`config.mk`:
```
export PLATFORM = sky130hd
export DESIGN_NAME = serial_stream_gen_flat
export DESIGN_NICKNAME = d
export VERILOG_FILES = /design/src/rtl/serial_stream_gen_pkg.sv /design/src/rtl/serial_stream_gen_if.sv /design/src/rtl/serial_stream_gen_bit_rate_div.sv /design/src/rtl/serial_stream_gen.sv /design/src/flat_wrapper.sv
export SDC_FILE = /design/constraint.sdc
export NUM_CORES = 1
export LEC_CHECK = 0
export CORE_MARGIN = 4
export CORE_UTILIZATION = 45
export DETAILED_ROUTE_END_ITERATION = 10
export GPL_TIMING_DRIVEN = 0
export PLACE_DENSITY = 0.82
export SLEW_MARGIN = 20
export SYNTH_ARGS = -nofsm -noshare
export SYNTH_HDL_FRONTEND = slang
export SYNTH_HIERARCHICAL = 1
export SYNTH_SLANG_ARGS = --single-unit
```
`constraint.sdc`:
```
create_clock -name clk -period 2.1 [get_ports clk]
set_clock_uncertainty 0.05 [all_clocks]
set_input_delay 0.42 -clock clk [delete_from_list [all_inputs] [get_ports clk]]
set_output_delay 0.42 -clock clk [all_outputs]
set_load 0.01 [all_outputs]
```
`src/rtl/serial_stream_gen_pkg.sv`:
```
// -----------------------------------------------------------------------------
// serial_gen_pkg
// Shared definitions for the serial stimulus generator: FSM state encoding,
// default word/divisor widths and a counter-width helper.
// No ports (package).
// -----------------------------------------------------------------------------
package serial_gen_pkg;

  typedef enum logic [0:0] {
    IDLE  = 1'b0,
    SHIFT = 1'b1
  } state_t;

  localparam int DEFAULT_WIDTH = 24;
  localparam int DEFAULT_DIV_W = 8;

  // Width of a counter that must hold the values 0 .. n-1 (at least one bit).
  function automatic int cnt_width(input int n);
    return (n > 1) ? $clog2(n) : 1;
  endfunction

endpackage

```
`src/rtl/serial_stream_gen_if.sv`:
```
// -----------------------------------------------------------------------------
// serial_stream_gen_if
// Word-load handshake between a stimulus source and serial_stream_gen.
// Signals:
//   load_valid  source -> generator  request to load a word
//   load_ready  generator -> source  generator idle and able to accept
//   load_data   source -> generator  word to send, MSB first
//   load_repeat source -> generator  1 = rotate the word continuously
//   load_div    source -> generator  each bit lasts load_div+1 cycles
// Modports: master (stimulus source), slave (generator).
// -----------------------------------------------------------------------------
import serial_gen_pkg::*;

interface serial_stream_gen_if #(
  parameter int WIDTH = DEFAULT_WIDTH,
  parameter int DIV_W = DEFAULT_DIV_W
);

  logic             load_valid;
  logic             load_ready;
  logic [WIDTH-1:0] load_data;
  logic             load_repeat;
  logic [DIV_W-1:0] load_div;

  modport master (
    output load_valid,
    output load_data,
    output load_repeat,
    output load_div,
    input  load_ready
  );

  modport slave (
    input  load_valid,
    input  load_data,
    input  load_repeat,
    input  load_div,
    output load_ready
  );

endinterface

```
`src/rtl/serial_stream_gen_bit_rate_div.sv`:
```
// -----------------------------------------------------------------------------
// bit_rate_div
// Bit-period counter for the serial generator. Counts 0..div_i while enabled
// and marks the first and last cycle of every bit period.
// Ports:
//   clk, rst   clock and synchronous active-high reset
//   clr_i      restart the count at 0 (word accepted)
//   en_i       count enable (generator shifting)
//   div_i      last count value of a bit period
//   tick_o     last cycle of the current bit (bit boundary)
//   first_o    first cycle of the current bit
// -----------------------------------------------------------------------------
import serial_gen_pkg::*;

module bit_rate_div #(
  parameter int DIV_W = DEFAULT_DIV_W
) (
  input  logic             clk,
  input  logic             rst,
  input  logic             clr_i,
  input  logic             en_i,
  input  logic [DIV_W-1:0] div_i,
  output logic             tick_o,
  output logic             first_o
);

  logic [DIV_W-1:0] div_cnt_q;
  logic [DIV_W-1:0] div_cnt_d;

  // Next count: clear on accept, wrap to 0 on the programmed last value.
  always_comb begin
    div_cnt_d = div_cnt_q;
    if (clr_i) begin
      div_cnt_d = '0;
    end else if (en_i) begin
      if (div_cnt_q == div_i) begin
        div_cnt_d = '0;
      end else begin
        div_cnt_d = div_cnt_q + DIV_W'(1);
      end
    end else begin
      div_cnt_d = div_cnt_q;
    end
  end

  // Count register.
  always_ff @(posedge clk) begin
    if (rst) begin
      div_cnt_q <= '0;
    end else begin
      div_cnt_q <= div_cnt_d;
    end
  end

  assign tick_o  = en_i && (div_cnt_q == div_i);
  assign first_o = en_i && (div_cnt_q == '0);

endmodule

```
`src/rtl/serial_stream_gen.sv`:
```
// -----------------------------------------------------------------------------
// serial_stream_gen
// Accepts a parallel word over a valid/ready handshake and emits it MSB-first
// as a one-bit stream, one bit per div+1 clocks, either once or rotating
// continuously until stop is seen (the current word always completes).
// Ports:
//   clk, rst    clock and synchronous active-high reset
//   load        word-load handshake (serial_stream_gen_if.slave)
//   stop        in repeat mode, end the stream after the current word
//   x           serial bit, 0 whenever x_valid is low
//   x_valid     a bit is being driven
//   bit_strobe  first cycle of each bit
//   busy        generator is shifting
//   done        one-cycle pulse in the first idle cycle after a stream
// -----------------------------------------------------------------------------
import serial_gen_pkg::*;

module serial_stream_gen #(
  parameter int WIDTH = DEFAULT_WIDTH,
  parameter int DIV_W = DEFAULT_DIV_W
) (
  input  logic                clk,
  input  logic                rst,
  serial_stream_gen_if.slave  load,
  input  logic                stop,
  output logic                x,
  output logic                x_valid,
  output logic                bit_strobe,
  output logic                busy,
  output logic                done
);

  localparam int BIT_W = cnt_width(WIDTH);
  localparam logic [BIT_W-1:0] LAST_BIT = BIT_W'(WIDTH - 1);

  state_t           state_q,        state_d;
  logic [WIDTH-1:0] sh_q,           sh_d;
  logic             rep_q,          rep_d;
  logic [DIV_W-1:0] div_q,          div_d;
  logic [BIT_W-1:0] bit_cnt_q,      bit_cnt_d;
  logic             stop_pending_q, stop_pending_d;
  logic             done_q,         done_d;

  logic accept_s;
  logic shifting_s;
  logic tick_s;
  logic first_s;

  assign shifting_s = (state_q == SHIFT);
  assign accept_s   = load.load_valid && (state_q == IDLE);

  bit_rate_div #(
    .DIV_W (DIV_W)
  ) u_bit_rate_div (
    .clk     (clk),
    .rst     (rst),
    .clr_i   (accept_s),
    .en_i    (shifting_s),
    .div_i   (div_q),
    .tick_o  (tick_s),
    .first_o (first_s)
  );

  // Next-state logic: load on accept, rotate on bit boundaries, decide at word end.
  always_comb begin
    state_d        = state_q;
    sh_d           = sh_q;
    rep_d          = rep_q;
    div_d          = div_q;
    bit_cnt_d      = bit_cnt_q;
    stop_pending_d = stop_pending_q;
    done_d         = 1'b0;
    case (state_q)
      IDLE: begin
        if (accept_s) begin
          sh_d           = load.load_data;
          rep_d          = load.load_repeat;
          div_d          = load.load_div;
          bit_cnt_d      = '0;
          stop_pending_d = 1'b0;
          state_d        = SHIFT;
        end else begin
          state_d = IDLE;
        end
      end
      SHIFT: begin
        if (stop) begin
          stop_pending_d = 1'b1;
        end else begin
          stop_pending_d = stop_pending_q;
        end
        if (tick_s) begin
          // Rotate rather than shift so a repeated word reappears intact.
          sh_d = {sh_q[WIDTH-2:0], sh_q[WIDTH-1]};
          if (bit_cnt_q == LAST_BIT) begin
            // The live stop input counts too, so a stop in the last cycle still ends this word.
            if (rep_q && !stop_pending_q && !stop) begin
              bit_cnt_d = '0;
            end else begin
              state_d = IDLE;
              done_d  = 1'b1;
            end
          end else begin
            bit_cnt_d = bit_cnt_q + BIT_W'(1);
          end
        end else begin
          sh_d = sh_q;
        end
      end
      default: begin
        state_d = IDLE;
      end
    endcase
  end

  // State and datapath registers.
  always_ff @(posedge clk) begin
    if (rst) begin
      state_q        <= IDLE;
      sh_q           <= '0;
      rep_q          <= 1'b0;
      div_q          <= '0;
      bit_cnt_q      <= '0;
      stop_pending_q <= 1'b0;
      done_q         <= 1'b0;
    end else begin
      state_q        <= state_d;
      sh_q           <= sh_d;
      rep_q          <= rep_d;
      div_q          <= div_d;
      bit_cnt_q      <= bit_cnt_d;
      stop_pending_q <= stop_pending_d;
      done_q         <= done_d;
    end
  end

  assign load.load_ready = (state_q == IDLE);
  assign x_valid         = shifting_s;
  assign busy            = shifting_s;
  assign x               = shifting_s && sh_q[WIDTH-1];
  assign bit_strobe      = first_s;
  assign done            = done_q;

endmodule

```
`src/flat_wrapper.sv`:
```
// flat-port wrapper written by rule: the top's interface ports become plain ports
module serial_stream_gen_flat 
#(
  parameter int WIDTH = DEFAULT_WIDTH,
  parameter int DIV_W = DEFAULT_DIV_W
)
  (clk, rst, stop, x, x_valid, bit_strobe, busy, done, load_load_valid, load_load_data, load_load_repeat, load_load_div, load_load_ready);
  serial_stream_gen_if #(.WIDTH(WIDTH), .DIV_W(DIV_W)) load_i ();
  input  logic clk;
  input  logic rst;
  input  logic stop;
  output logic x;
  output logic x_valid;
  output logic bit_strobe;
  output logic busy;
  output logic done;
  input wire logic [$bits(load_i.load_valid)-1:0] load_load_valid;
  input wire logic [$bits(load_i.load_data)-1:0] load_load_data;
  input wire logic [$bits(load_i.load_repeat)-1:0] load_load_repeat;
  input wire logic [$bits(load_i.load_div)-1:0] load_load_div;
  output wire logic [$bits(load_i.load_ready)-1:0] load_load_ready;
  assign load_i.load_valid = load_load_valid;
  assign load_i.load_data = load_load_data;
  assign load_i.load_repeat = load_load_repeat;
  assign load_i.load_div = load_load_div;
  assign load_load_ready = load_i.load_ready;
  serial_stream_gen #(.WIDTH(WIDTH), .DIV_W(DIV_W)) u_core (.clk(clk), .rst(rst), .load(load_i), .stop(stop), .x(x), .x_valid(x_valid), .bit_strobe(bit_strobe), .busy(busy), .done(done));
endmodule
```
==> results.md <==
* Routed vias at between 1.5k and 2k
* Cell count after synthesis at between 200 and 300
* Core area at just under 5000 µm²
* RSZ-0062 raised after global routing: no
* Final setup vio count at 0
* Final cell count without fillers at around 370
* TritonRoute pass-1 iters at 4
* Crit end category: register
* Post-synthesis sequential area ratio at between 40% and 50%
* Worst Hold Class: reg -> reg
* Vias in the first global route at 1912
* Setup_tns at 0 ns
* Least-Margin Pin Slew at 0.496 ns
* Die Y at just under 80 µm
* Clock Sinks at 49
* FP Rows at 25
* Synthesized net count at 291
* Syn avg cell area at between 9 and 10 µm²
* PwrDens at 701 nW/µm²
* Root Driver: clkbuf_8
* Synth unique cells at 42
* Dpl cell area at 2790 µm²
* Post-synth EDFFs at 0
* Max Cap Viol at 0
* Pint at 1.54 mW
* Share of cells above drive strength 1 at around an eighth
* Fin. max-slew vios at 0
* Maximum level of the CTS H-tree at 2
* Post-Place Cells at around 360
* DRC Markers at 0
* Total power at a little over 2 mW
* Area growth syn-to-layout at 28.2%
* Period utilization at about 95%
* Grt ovf at 0
* # IOs at 43
* Critical path arrival at approximately 2.2 ns
* Area of the die at around 6300 µm²
* Worst IR Drop VDD at roughly 0.54 mV
* Hold buffer count at cts at 0
* Lkg Pwr at roughly 1.1 nW
* Psw at 527 µW
* Antenna diode count at 0
* Startpoint Class: register
* Pin count of the biggest net entering global routing at 16
* Final Core Density at between 60% and 70%
* CTS tree: yes
* DR vias/cell at 5.27
* Top_reg_cell synth: dfxtp_1
* Clk_lat worst skew at ~0.3 ns
* Clk buf depth at 2
* Crit Path Category: reg -> reg
* IO Port Bufs at between 40 and 50
* Reg power frac at between 50% and 60%
* First-pass GRT wire length at between 8000 and 9000 µm
* DP Wirelength at 3670 µm
* WL per Instance at 14.1 µm
* Logic pwr share at roughly 18%
* Critical Path Start: u_core/u_bit_rate_div/div_cnt_q[3]
* Antenna violations before repair at 0
* Post-DRT Antenna Nets at 0
* Max Clk Rate at approximately 500 MHz
* Hold Path Origin: u_core/rep_q
* Outcome: finished, final reports clean
* Ys async rst share at 0%
* Worst Path Max Fanout at 7
* Layout Nets at 341
* Initial cell density of the core at 47.7%
* Total CTS buffers at 5
* Worst-path clk slew at 0.09 ns
* DRC violation total after the first TritonRoute iteration at between 90 and 100
* Synth Warn # at 6
* Tot GR Track Use at roughly 17%
* Die Wd at roughly 80 µm
* Final non-filler cell area at 2940 µm²
* Slew margin rel. at approximately two thirds
* Required @ worst endpoint at 2.30 ns
* Clock share of power at roughly a third
* Switch share at 25.6%
* Tmin final at around 2.0 ns
* Final Hold Vio Count at 0
* GPL Wtd Cong at 0.827
* Reg2reg start: u_core/u_bit_rate_div/div_cnt_q[3]
* Routed WL at slightly above 5000 µm
* Mapped cell area at 2300 µm²
* Synth Register Bits at between 40 and 50
## worst max-delay path, stage by stage, from the launching register on
cell and delay [ns]:
dfxtp_1 0.31, buf_6 0.13, xnor2_2 0.14, nand4_1 0.16, nor3_4 0.27, nand2_2 0.10, o21bai_4 0.22, or4_1 0.48
nand3_1 0.09
## cell type report
class                   instances  area (µm²)
well taps                      67        83.8
clock buffers                   6        72.6
clock inverters                 2        38.8
fillers                       427        1870
repair buffers                 43         428
multi-input cells             176        1190
inverters                       6        22.5
plain buffers                  20         115
flip-flops and latches         49         991
## routing by layer
metal / GRT usage [%] / share of wire [%]
met2: 29.3 / 50
met1: 21.9 / 44
met3: 4.51 / 5.0
met4: 4.81 / 0.52
met5: 0 / 0
## path summary, 6_finish.rpt
path	endpoint	slack, ns	cells past startpoint
worst min register to register	u_core/rep_q	0.41	2
worst max-delay path	u_core/bit_cnt_q[3]	0.10	8
worst max register to register	u_core/bit_cnt_q[3]	0.10	8
worst min-delay path	u_core/rep_q	0.41	2
## what timing repair did
item	4_1_cts	5_1_grt
gates resized for setup	4	9
setup buffers	1	1
endpoints found under the setup margin	27	23
pin swaps	1	4
## Yosys cell counts, drive strengths merged, types with 2 or more instances
master,n,area [µm²]
buf,14,81.3
nand2,28,105
nor2,28,105
xnor2,12,113
nor2b,2,12.5
mux2i,24,240
clkbuf,6,22.5
inv,6,22.5
a21oi,13,65.1
nor4,8,56.3
nand4b,3,32.5
nand4,4,31.3
nand3,5,25.0
ha,3,37.5
o21ai,2,10.0
xor2,3,26.3
a211oi,24,180
dfxtp,49,981
nor3,3,26.3
## per-stage QoR
stage | hold WS (ns) | setup WS [ns]
after floorplan | 0.381 | 0.0488
after global placement | 0.389 | -0.215
after detailed placement | 0.402 | -0.230
after CTS | 0.415 | 0.0200
after global routing | 0.442 | 0.0160
final | 0.408 | 0.102
## cells in the final DEF, fill, tap and decap left out, types with 3 or more instances in the layout
master,instances
inv_1,5
a21oi_1,13
clkbuf_1,7
clkbuf_8,5
nand4_1,3
buf_4,5
nand3_1,5
xnor2_1,11
ha_1,3
mux2i_1,24
clkdlybuf4s50_1,39
nor4_1,7
nor2_1,28
xor2_1,3
dfxtp_2,5
buf_2,5
a211oi_1,24
nand2_1,27
dfxtp_1,43
## registers in the layout, indices dropped and copies added, names as in the netlist
signal	count
u_core/u_bit_rate_div/div_cnt_q	8
u_core/bit_cnt_q	5
u_core/busy	1
u_core/rep_q	1
u_core/stop_pending_q	1
u_core/sh_q	24
u_core/div_q	8
u_core/done	1
## power by group through the flow
stage	clock network, mW	registers, mW	logic [mW]
6_report	0.668	1.03	0.364
4_1_cts	0.686	1.03	0.359
3_3_place_gp	0	1.05	0.345
5_1_grt	0.727	1.04	0.402
2_1_floorplan	0	1.04	0.226
3_5_place_dp	0	1.05	0.353
## logic make-up after synthesis
group                    share of synthesized area (%)
AND/OR/NAND/NOR                                   20.3
flip-flops                                        42.7
AO/OA/AOI/OAI                                     13.4
buffers and inverters                             5.50
multiplexers                                      10.5
XOR/XNOR                                          6.05
adder cells (fa/ha/maj)                           1.64
Power figures use the tool's default switching activity.
